==> src/rtl/alu_disp_pkg.sv <==
`default_nettype none
// ============================================================================
// Module      : alu_disp_pkg
// Description : Shared types and constants for the ALU result display block:
//               FSM state encoding, BCD geometry and active-low seven-segment
//               patterns (bit order {g,f,e,d,c,b,a}).
// Revision    : 1.0 - initial release
// ============================================================================
package alu_disp_pkg;

    localparam int NUM_DIGITS = 3;
    localparam int BCD_W      = 4;

    typedef enum logic [1:0] {
        IDLE    = 2'd0,
        CONVERT = 2'd1,
        DONE    = 2'd2
    } state_t;

    localparam logic [6:0] SEG_BLANK = 7'b1111111;
    localparam logic [6:0] SEG_0     = 7'b1000000;
    localparam logic [6:0] SEG_1     = 7'b1111001;
    localparam logic [6:0] SEG_2     = 7'b0100100;
    localparam logic [6:0] SEG_3     = 7'b0110000;
    localparam logic [6:0] SEG_4     = 7'b0011001;
    localparam logic [6:0] SEG_5     = 7'b0010010;
    localparam logic [6:0] SEG_6     = 7'b0000010;
    localparam logic [6:0] SEG_7     = 7'b1111000;
    localparam logic [6:0] SEG_8     = 7'b0000000;
    localparam logic [6:0] SEG_9     = 7'b0010000;

endpackage
`default_nettype wire

==> src/rtl/bcd_to_seg.sv <==
`default_nettype none
// ============================================================================
// Module      : bcd_to_seg
// Description : Combinational 4-bit BCD to active-low seven-segment decoder.
//               Codes above 9 decode to a blank digit.
// Ports       : bcd   [3:0] in  - BCD digit
//               seg_n [6:0] out - active-low segments {g,f,e,d,c,b,a}
// Revision    : 1.0 - initial release
// ============================================================================
module bcd_to_seg
    import alu_disp_pkg::*;
(
    input  logic [3:0] bcd,
    output logic [6:0] seg_n
);

    always_comb begin
        seg_n = SEG_BLANK;
        case (bcd)
            4'd0:    seg_n = SEG_0;
            4'd1:    seg_n = SEG_1;
            4'd2:    seg_n = SEG_2;
            4'd3:    seg_n = SEG_3;
            4'd4:    seg_n = SEG_4;
            4'd5:    seg_n = SEG_5;
            4'd6:    seg_n = SEG_6;
            4'd7:    seg_n = SEG_7;
            4'd8:    seg_n = SEG_8;
            4'd9:    seg_n = SEG_9;
            default: seg_n = SEG_BLANK;
        endcase
    end

endmodule
`default_nettype wire

==> src/rtl/alu_result_display.sv <==
`default_nettype none
// ============================================================================
// Module      : alu_result_display
// Description : Captures an 8-bit ALU result on request, converts it to
//               3-digit BCD with a sequential double-dabble FSM (9 clocks
//               from load edge to bcd_out), and scans it onto a multiplexed
//               active-low 3-digit seven-segment display.
//               Optional macro LEADING_ZERO_BLANK_EN blanks leading zeros of
//               the hundreds and tens digits.
// Ports       : clk, rst_n (async, active-low)
//               result_in[7:0], load       - capture request
//               busy, bcd_out[11:0], bcd_valid
//               seg_n[6:0] {g..a}, an_n[2:0] (an_n[0] = units)
// Revision    : 1.0 - initial release
// ============================================================================
module alu_result_display
    import alu_disp_pkg::*;
#(
    parameter int REFRESH_DIV = 100000
) (
    input  logic        clk,
    input  logic        rst_n,
    input  logic [7:0]  result_in,
    input  logic        load,
    output logic        busy,
    output logic [11:0] bcd_out,
    output logic        bcd_valid,
    output logic [6:0]  seg_n,
    output logic [2:0]  an_n
);

    localparam int         CNT_W      = (REFRESH_DIV > 1) ? $clog2(REFRESH_DIV) : 1;
    localparam logic [3:0] BLANK_CODE = 4'hF;   // any code > 9 decodes blank

    state_t      state;
    state_t      state_nxt;
    // {scratch BCD (12), binary shift register (8)}
    logic [19:0] dd_q;
    logic [19:0] dd_nxt;
    logic [11:0] adj;
    logic [2:0]  iter_q;

    logic [CNT_W-1:0] scan_cnt;
    logic [1:0]       scan_idx;
    logic [3:0]       nib;

    // ---------------- conversion FSM ----------------
    always_ff @(posedge clk or negedge rst_n) begin
        if (!rst_n) state <= IDLE;
        else        state <= state_nxt;
    end

    always_comb begin
        state_nxt = state;
        case (state)
            IDLE:    if (load) state_nxt = CONVERT;
            CONVERT: if (iter_q == 3'd7) state_nxt = DONE;
            DONE:    state_nxt = IDLE;
            default: state_nxt = IDLE;
        endcase
    end

    assign busy = (state != IDLE);

    // One double-dabble step: add-3 correction on every nibble >= 5, then
    // shift the whole scratch/shift pair left so the binary MSB enters units.
    always_comb begin
        adj = dd_q[19:8];
        for (int i = 0; i < NUM_DIGITS; i++) begin
            if (adj[i*BCD_W +: BCD_W] >= 4'd5)
                adj[i*BCD_W +: BCD_W] = adj[i*BCD_W +: BCD_W] + 4'd3;
        end
        dd_nxt = {adj, dd_q[7:0]} << 1;
    end

    always_ff @(posedge clk or negedge rst_n) begin
        if (!rst_n) begin
            dd_q      <= '0;
            iter_q    <= '0;
            bcd_out   <= '0;
            bcd_valid <= 1'b0;
        end else begin
            bcd_valid <= 1'b0;
            case (state)
                IDLE: begin
                    if (load) begin
                        dd_q   <= {12'd0, result_in};
                        iter_q <= '0;
                    end
                end
                CONVERT: begin
                    dd_q   <= dd_nxt;
                    iter_q <= iter_q + 3'd1;
                end
                DONE: begin
                    // bcd_out only changes here, so the display never sees
                    // partially converted values.
                    bcd_out   <= dd_q[19:8];
                    bcd_valid <= 1'b1;
                end
                default: ;
            endcase
        end
    end

    // ---------------- display scan ----------------
    always_ff @(posedge clk or negedge rst_n) begin
        if (!rst_n) begin
            scan_cnt <= '0;
            scan_idx <= 2'd0;
        end else if (scan_cnt == CNT_W'(REFRESH_DIV - 1)) begin
            scan_cnt <= '0;
            scan_idx <= (scan_idx == 2'd2) ? 2'd0 : scan_idx + 2'd1;
        end else begin
            scan_cnt <= scan_cnt + 1'b1;
        end
    end

    assign an_n = ~(3'b001 << scan_idx);

    always_comb begin
        nib = bcd_out[3:0];
        case (scan_idx)
            2'd1:    nib = bcd_out[7:4];
            2'd2:    nib = bcd_out[11:8];
            default: nib = bcd_out[3:0];
        endcase
`ifdef LEADING_ZERO_BLANK_EN
        if (scan_idx == 2'd2 && bcd_out[11:8] == 4'd0)
            nib = BLANK_CODE;
        if (scan_idx == 2'd1 && bcd_out[11:4] == 8'd0)
            nib = BLANK_CODE;
`else
        // Leading zeros are always shown; BLANK_CODE is only used above.
        if (1'b0) nib = BLANK_CODE;
`endif
    end

    bcd_to_seg u_bcd_to_seg (
        .bcd   (nib),
        .seg_n (seg_n)
    );

endmodule
`default_nettype wire

==> config.mk <==
export PLATFORM = sky130hd
export DESIGN_NAME = alu_result_display
export DESIGN_NICKNAME = d
export VERILOG_FILES = /design/src/rtl/alu_disp_pkg.sv /design/src/rtl/bcd_to_seg.sv /design/src/rtl/alu_result_display.sv
export SDC_FILE = /design/constraint.sdc
export NUM_CORES = 1
export LEC_CHECK = 0
export CAP_MARGIN = 15
export CORE_MARGIN = 1
export CORE_UTILIZATION = 28
export DETAILED_ROUTE_END_ITERATION = 6
export PLACE_DENSITY = 0.53
export SLEW_MARGIN = 20
export SYNTH_ARGS = -nofsm -noshare
export SYNTH_HDL_FRONTEND = slang
export SYNTH_HIERARCHICAL = 1
export SYNTH_SLANG_ARGS = --single-unit
==> constraint.sdc <==
create_clock -name clk -period 2.9 [get_ports clk]
set_clock_uncertainty 0.2 [all_clocks]
set_input_delay 0.58 -clock clk [delete_from_list [all_inputs] [get_ports clk]]
set_output_delay 0.58 -clock clk [all_outputs]
set_load 0.1 [all_outputs]
======== Word-level counts from Yosys, hierarchy flattened ========
Memory sizes are Yosys's and may differ from the RTL's.
Cells that the tools add are included.
word-level totals
  output and inout bits ................... 24
  bits in registers ....................... 57
  ROM bits ................................ 112
  memories ................................ 1
operators by class
  shift operators ......................... 1
  bitwise gates (word level) .............. 1
  reductions and logical operators ........ 5
  order comparisons ....................... 3
  multiplexer cells ....................... 14
  eq/ne operators ......................... 8
  add/subtract/negate cells ............... 6
memories
  memory           depth  bits a word  rd ports  clocked after memory_dff  wr ports  line              RTL
  (no name shown)  16     7            1         0                         0         bcd_to_seg.sv:19  case (bcd)
operators with widths
  cell                     number
  $pmux W20 S2             1
  $mux W20                 1
  $add A17 B1 Y17 const B  1
  $eq A17 B17 Y1 const B   1
  $mux W17                 1
  $ge A4 B3 Y1 const B     3
  $add A4 B2 Y4 const B    2
  $mux W4                  2
  $pmux W4 S2              1
  $mux W2                  3
  $mux W3                  2
  $pmux W3 S2              1
  $eq A2 B1 Y1 const B     2
  $eq A2 B2 Y1 const B     2
  $ne A2 B2 Y1 const B     2
  $pmux W2 S2              1
  $reduce_and A2 Y1        2
  $reduce_bool A2 Y1       2
  $add A3 B1 Y3 const B    1
  $add A3 B2 Y3 const B    1
  $eq A3 B3 Y1 const B     1
  $not A3 Y3               1
  $shl A1 B2 Y3 const A    1
  $add A2 B1 Y2 const B    1
  other kinds (2)          2

======== Logic depth before layout (Yosys ltp) ========
Gate-level depths: netlist of run 1.
  word-level depth ........................ 3
  gate-level depth with buffers ........... 10

======== Cells and area by module ========
Netlist of run 1, hierarchy kept.
by module, submodules not included
  module              cells each  area each (µm²)  times used
  alu_result_display  270         2806.4           1
  bcd_to_seg          33          210.2            1

======== Least setup slack after synthesis of run 1 ========
No wires, ideal clock.
  kind .................................... register -> output
  from .................................... register bcd_out[9]
  to ...................................... output seg_n[4]
  arrival time ............................ 4.038 ns
  cell stages (with the launch flop) ...... 8
  path slack .............................. -1.918 ns
  cell sequence ........................... dfrtp_1 a22oi_1 a21oi_1 inv_1 ha_1 nand2_1 o21ai_0 o21ai_0
on the way
  longest elaborated chain between the ends .. 2
ends and longest elaborated chain
  item                    line                       RTL
  from (decl)             alu_result_display.sv:26   output logic [11:0] bcd_out,
  from (signal assigned)  alu_result_display.sv:98   bcd_out <= dd_q[19:8];
  $pmux W4 S2             alu_result_display.sv:123  case (scan_idx)
  net nib[1]              alu_result_display.sv:45   logic [3:0] nib;
  $mem_v2 Z16 W7          n/a
  to (decl)               alu_result_display.sv:28   output logic [6:0] seg_n,
The timed path passes the listed nets, and every way through them passes these cells.

======== Worst setup path after layout of run 1 ========
  from .................................... register scan_idx[1]
  to ...................................... output seg_n[3]
on the way
  longest elaborated chain between the ends .. 3
  elaborated cells on any way between the ends .. 4
  classes of those cells .................. eq/ne: 2; mux: 1; memory: 1
ends and longest elaborated chain
  item                                                 line                       RTL
  from (decl)                                          alu_result_display.sv:44   logic [1:0] scan_idx;
  from (signal assigned)                               alu_result_display.sv:113  scan_idx <= (scan_idx == 2'd2) ? 2'd0 : scan_idx + 2'd1;
  $eq A2 B2 Y1 / $eq A2 B1 Y1 (equally long branches)  alu_result_display.sv:123
  $pmux W4 S2 (*)                                      alu_result_display.sv:123
  net nib[0]                                           alu_result_display.sv:45
  $mem_v2 Z16 W7 (*)                                   n/a
Mark *: on every way through the listed nets, which the timed path passes. The rest lies on a longest branch.

==> results of run 1 <==
placed cells by master, fill, tap and decap left out, drive strengths merged, types with 9 or more instances in the layout:
master,n
nor2b,11
a22oi,11
xnor2,12
o21ai,33
ha,19
inv,16
nor2,20
nand3,9
clkbuf,12
nand2,24
dfrtp,57
clkdlybuf4s50,9
a21oi,18
buf,46
nand2b,9
power by group through the flow:
stage | clock, mW | combinational [mW] | sequential (mW)
after detailed placement | 0 | 2.37 | 1.23
after floorplan | 0 | 1.38 | 1.55
after global placement | 0 | 2.35 | 1.23
after global routing | 0.698 | 2.62 | 1.25
final | 0.631 | 2.44 | 1.22
after CTS | 0.660 | 2.44 | 1.23
registers in the layout, indices dropped and copies added (netlist names):
register	flops
bcd_out	12
bcd_valid	1
dd_q	20
iter_q	3
scan_cnt	17
scan_idx	2
state	2
worst min-delay path by stage:
stage                             to  slack [ps]  cells after the start
after floorplan           bcd_out[0]          80                      0
after global placement      dd_q[17]         260                      2
after detailed placement    dd_q[17]         270                      2
after CTS                    dd_q[0]           9                      1
after global routing         dd_q[0]          30                      1
final                        dd_q[0]           7                      1
logic make-up after synthesis:
group | count (synthesis) | synth area share (%)
mux | 10 | 3.65
flops | 57 | 47.3
compound gates | 70 | 13.7
fa+ha+maj | 19 | 7.88
xor+xnor | 20 | 5.81
simple gates | 98 | 17.5
buf+inv | 29 | 4.19
final cells by class:
class                           instances  area (µm²)  share of cell area, %
Timing Repair Buffer                   55         533                   13.2
Multi-Input combinational cell        217        1670                   41.4
Inverter                               16        60.1                   1.49
Sequential cell                        57        1440                   35.6
Tap cell                              136         170                   4.22
Clock buffer                           12         145                   3.60
Clock inverter                          4        20.0                  0.496
per-stage QoR:
stage,worst slack [ps],setup TNS (ps),instance area (µm²),utilization [%]
after detailed placement,22.2,0,3680,35.5
final,-94.9,-443,4040,38.9
after global routing,-196,-1210,4040,38.9
after floorplan,-43.1,-43.1,3130,-
after global placement,70.2,0,3680,35.5
after CTS,-74.5,-319,3990,38.5
layer usage:
metal | up-vias | track usage (%) | share of wire, %
li1 | 1152 | - | -
met1 | 1131 | 16.8 | 47
met2 | 38 | 19.9 | 48
met3 | 14 | 1.98 | 2.4
met4 | 0 | 7.04 | 2.2
met5 | - | 0 | 0
repair_timing:
item | CTS | global route
buffers inserted | 8 | 3
endpoints found under the setup margin | 7 | 7
gates resized for setup | 20 | 5
hold buffers | 0 | 0
pin swaps | 5 | 4
==> run_results.csv, run 1 <==
group,metric,value,unit
floorplan,die-area,11200,µm²
floorplan,dieHeight,106,µm
critical_path,cp_num_cells,9,
critical_path,timing.critical_path.from,"scan_idx[1]",
yosys,synth_area_per_cell,9.96,µm²
finish,num_antenna_cells,0,
run_status,outcome,"finished, violations left",
clocking,insertion_delay,320,ps
sta,relSlewSlack,25.9,%
detailed_routing,via_count,2335,
finish,nFillCells,1036,
critical_path,crit_type,"reg -> out",
detailed_routing,first_pass_iters,4,
yosys,synth_area,3020,µm²
critical_path,worstPathBufferInverterCount,2,
grt,grt_pass1_wl,11200,µm
yosys,synth_commonest_cells,"57 x dfrtp_1, 31 x o21ai_0, 24 x nand2_1",
critical_path,critPathTopFamily,"compound AO/OA/AOI/OAI gates",
sta,min_period,2990,ps
power_and_ir_drop,p_sw,2.10,mW
finish,final_cells,497,
yosys,synthFlopType,"dfrtp_1",
yosys,async_flop_share,100,%
place,port_buffers,34,
critical_path,cp-end-kind,"primary output",
yosys,synth_seq_cells,57,
floorplan,start_util,29.1,%
floorplan,core,10400,µm²
grt,grt_use_total,12.7,%
critical_path,cp_slowest_stage_delay,390,ps
detailed_routing,drtIter0Drc,46,
finish,layout.nets,386,
flow_run,cap_violations,0,
detailed_routing,drt-wirelength-per-cell,13.4,µm
critical_path,r2r_cells,4,
power_and_ir_drop,clkPwrFrac,14.7,%
power_and_ir_drop,vdd_ir_drop_max,0.000706,V
clocking,cts.clk_slew.worst_paths,70,ps
place,hpwl,4610,µm
yosys,yosysMostFrequentCell,"dfrtp_1",
critical_path,reg2reg_setup_slack,750,ps
grt,grt_pass1_vias,2313,
finish,syn_to_final_growth,33.8,%
critical_path,crit_top_cell,"ha_4",
yosys,syn_inst,303,
critical_path,reg2reg_from,"scan_cnt[13]",
floorplan,die-width,106,µm
critical_path,slowest_stage,"dfrtp_1",
place,place_inst,470,
yosys,yosys_warnings,6,
critical_path,start_kind,"flip-flop",
power_and_ir_drop,switching_share,48.8,%
power_and_ir_drop,pwr-share-comb,56.9,%
yosys,synth_nets,333,
power_and_ir_drop,total_power,4.30,mW
detailed_routing,ant_nets,0,
clocking,cts-buffers-inserted,9,
sta,tightest_slew,1110,ps
yosys,ys_seq_area_share,47.3,%
place,place_congestion,0.792,
sta,setup_ws,-94.9,ps
sta,finalCritPeriodShare,103,%
sta,setup_violations,7,
worst_hold_path,hp-class,"in -> async",
yosys,yosysUniqueCellTypes,37,
critical_path,cp_cell_sequence,"buf_4 > ha_4 > a22oi_2 > a21oi_2 > ha_4 > or2_4 > a21oi_4 > a31oi_4 > buf_12",
power_and_ir_drop,pwr-share-seq,28.5,%
sta,fmax,334,MHz
power_and_ir_drop,power_leakage,1.73,nW
yosys,synth_edf_count,0,
sta,slew_violations,0,
detailed_routing,routed_via_density,4.70,
critical_path,crit-reg2reg-capture,"scan_idx[0]",
yosys,synth_area_leaders,"dfrtp_1 47%, ha_1 7.9%, o21ai_0 5.1%",
floorplan,io_pins,35,
detailed_routing,drc,0,
clocking,cts_sinks,57,
critical_path,cp.arrival,2210,ps
grt,grt.overflow.total,0,
floorplan,rows,37,
yosys,yosysTopAreaCellShare,47.3,%
detailed_routing,routed_wl,6640,µm
sta,hold_viol,0,
clocking,clk_path_buf_depth,2,
clocking,cts-root-buf,"clkbuf_8",
critical_path,crit_fanout,5,
clocking,htreeDepth,3,
sta,holdWs,6.80,ps
sta,rsz0062_at_grt,"yes",
grt,grt_antenna_before_repair,0,
clocking,cts_tree,"built",
grt,grt_max_degree,29,
critical_path,endpoint,"seg_n[3]",
yosys,synth_top_cell_by_area,"dfrtp_1",
finish,drive_gt1_share,32.1,%
critical_path,cp_data_required_time,2120,ps
run_status,violations,"negative setup slack",
power_and_ir_drop,p_per_area,1060,nW/µm²
power_and_ir_drop,internal_power,2.20,mW
(Power assumes the default switching activity.)
==> inputs of run 2 (changes only) <==
- ABC_AREA: not set -> 1
- CTS_BUF_LIST: not set -> sky130_fd_sc_hd__clkbuf_8
- SYNTH_HIERARCHICAL: 1 -> not set
==> run 2 against run 1 <==
The flow now finishes without violations. Wire length grew 2.4%. Sequential cell count is the same. Cell count grew 14%. Fmax grew 3.7%. Synthesized area is essentially flat. Clock-buffer cell count shrank 3. Worst hold slack gained 88 ps. Setup slack gained 110 ps. Core utilization shrank 0.69 points. Sequential share of layout area grew 0.64 points. Synthesized cell count grew 23%. Critical endpoint is now seg_n[5]. Largest cell class unchanged.
==> run_results.csv, run 2 <==
group,metric,value,unit
run_status,outcome,"finished clean",
detailed_routing,met1_length,3110,µm
detailed_routing,drtIter0Drc,87,
floorplan,rows,37,
finish,top_regs,"dd_q: 20 flops, scan_cnt: 17 flops, bcd_out: 12 flops",
clocking,insertion_delay,330,ps
worst_hold_path,hp-class,"in -> async",
yosys,async_flop_share,100,%
grt,grt_pass1_vias,2469,
finish,nFillCells,1080,
critical_path,worstPathBufferInverterCount,4,
clocking,ctsHoldBuffers,0,
grt,grt_pass1_wl,11400,µm
detailed_routing,first_pass_iters,4,
sta,min_period,2890,ps
yosys,synth_area_leaders,"dfrtp_1 47%, nand2_1 11%, ha_1 7.1%",
finish,layout.nets,454,
detailed_routing,routed_wl,6800,µm
floorplan,dieHeight,106,µm
yosys,synth_area_per_cell,8.06,µm²
yosys,syn_inst,374,
critical_path,cp_slowest_stage_delay,390,ps
sta,tightest_slew,723,ps
sta,rsz0062_at_grt,"yes",
clocking,cts_sinks,57,
critical_path,reg2reg_from,"state[0]",
place,port_buffers,34,
critical_path,cp.arrival,2110,ps
finish,final_cells,567,
yosys,synth_seq_cells,57,
clocking,clk_path_buf_depth,2,
detailed_routing,drc,0,
finish,layout_commonest_cell,"nand2_1",
critical_path,crit_fanout,6,
yosys,yosysUniqueCellTypes,27,
sta,relSlewSlack,51.8,%
floorplan,io_pins,35,
detailed_routing,wl_met2,3380,µm
place,hpwl,4890,µm
grt,grt_max_degree,32,
finish,layout_common_cells,"75 x nand2_1, 48 x inv_1, 47 x dfrtp_1",
grt,grt_antenna_before_repair,0,
clocking,cts.clk_slew.worst_paths,70,ps
critical_path,critPathTopFamily,"simple AND/OR/NAND/NOR gates",
detailed_routing,wl_met3,130,µm
sta,finalCritPeriodShare,99.5,%
floorplan,core,10400,µm²
floorplan,start_util,29.1,%
floorplan,die-width,106,µm
yosys,ys_seq_area_share,47.3,%
finish,syn_to_final_growth,31.5,%
detailed_routing,drt-wirelength-per-cell,12.0,µm
critical_path,cp_data_required_time,2120,ps
clocking,cts-buffers-inserted,9,
detailed_routing,via_count,2522,
critical_path,timing.critical_path.from,"scan_idx[1]",
sta,setup_violations,0,
critical_path,cp-end-kind,"primary output",
critical_path,cp_cell_sequence,"inv_2 > ha_4 > inv_4 > nand2_2 > nand2_2 > inv_2 > ha_1 > nand3b_1 > nand2_2 > a21oi_4 > buf_12",
yosys,yosys_warnings,0,
yosys,synthFlopType,"dfrtp_1",
detailed_routing,ant_nets,0,
critical_path,crit_type,"reg -> out",
finish,num_antenna_cells,0,
yosys,synth_top_cell_by_area,"dfrtp_1",
detailed_routing,top_layer,"met4",
grt,grt.overflow.total,0,
sta,setup-tns-final,0,ps
finish,largest_reg_flops,20,
yosys,yosysMostFrequentCell,"nand2_1",
place,place_congestion,0.824,
flow_run,cap_violations,0,
finish,top_register,"dd_q",
yosys,synth_area,3020,µm²
grt,grt_use_total,12.9,%
finish,drive_gt1_share,23.9,%
clocking,htreeDepth,3,
yosys,synth_nets,402,
floorplan,die-area,11200,µm²
critical_path,slowest_stage,"dfrtp_1",
detailed_routing,routed_via_density,4.45,
sta,fmax,346,MHz
critical_path,start_kind,"flip-flop",
sta,slew_violations,0,
critical_path,crit_top_cell,"nand2_2",
yosys,synth_commonest_cells,"87 x nand2_1, 57 x dfrtp_1, 50 x inv_1",
clocking,cts_tree,"built",
clocking,cts-root-buf,"clkbuf_8",
sta,hold_viol,0,
place,place_inst,541,
yosys,yosysTopAreaCellShare,47.3,%
yosys,synth_edf_count,0,
==> run 2: changes by cell type after synthesis, sizes merged, moves of 11 or more <==
cell,change
nand2,+69
nor2b,-11
o21ai,+21
nor2,+20
inv,+37
nand3,+13
xnor2,-12
a22oi,-11
==> run 2: path summary, 6_finish.rpt <==
check                                to  slack, ps  cells past startpoint
max                            seg_n[5]         10                     11
min                        scan_cnt[14]        100                      1
max reg2reg                   iter_q[1]       1110                      5
min reg2reg                    state[1]        260                      1
max in group asynchronous       dd_q[9]       1780                      2
min in group clk               state[1]        260                      1
==> run 2: area by class of cell <==
cell class,count,area [µm²],share of cell area [%]
inverters,54,211,5.33
repair buffers,46,469,11.8
clock buffers,9,124,3.12
clock inverters,7,56.3,1.42
flip-flops and latches,57,1440,36.3
multi-input cells,258,1500,37.7
well taps,136,170,4.29
==> run 2: repair_timing <==
action | 4_1_cts | 5_1_grt
pin swaps | 3 | 12
endpoints found under the hold margin | 0 | 0
setup buffers | 9 | 1
setup endpoints to repair | 7 | 7
resized for setup | 17 | 14
==> run 2: through the flow <==
stage	setup slack, ps	hold slack, ps	instance area [µm²]	util, %
final	13.3	95.2	3970	38.2
after detailed placement	31.0	243	3600	34.7
after CTS	1.12	111	3910	37.7
after global routing	-115	140	3970	38.2
after global placement	104	242	3600	34.7
after floorplan	36.9	84.4	3070	-
==> run 2: logic make-up after synthesis <==
family                   synth area share [%]
buffers and inverters                    7.72
adder cells (fa/ha/maj)                  7.05
AO/OA/AOI/OAI                            12.4
XOR/XNOR                                 2.03
flip-flops                               47.3
AND/OR/NAND/NOR                          23.5
==> run 2: routing by layer <==
layer / up-vias / track usage [%]
met4: 0 / 6.35
met1: 1188 / 15.3
met5: - / 0
met3: 13 / 2.78
li1: 1300 / -
met2: 21 / 22.0
Power of run 2 is left out: the tool's default activity adds up to more than one toggle a clock period on the data nets, which glitch-free logic cannot reach.
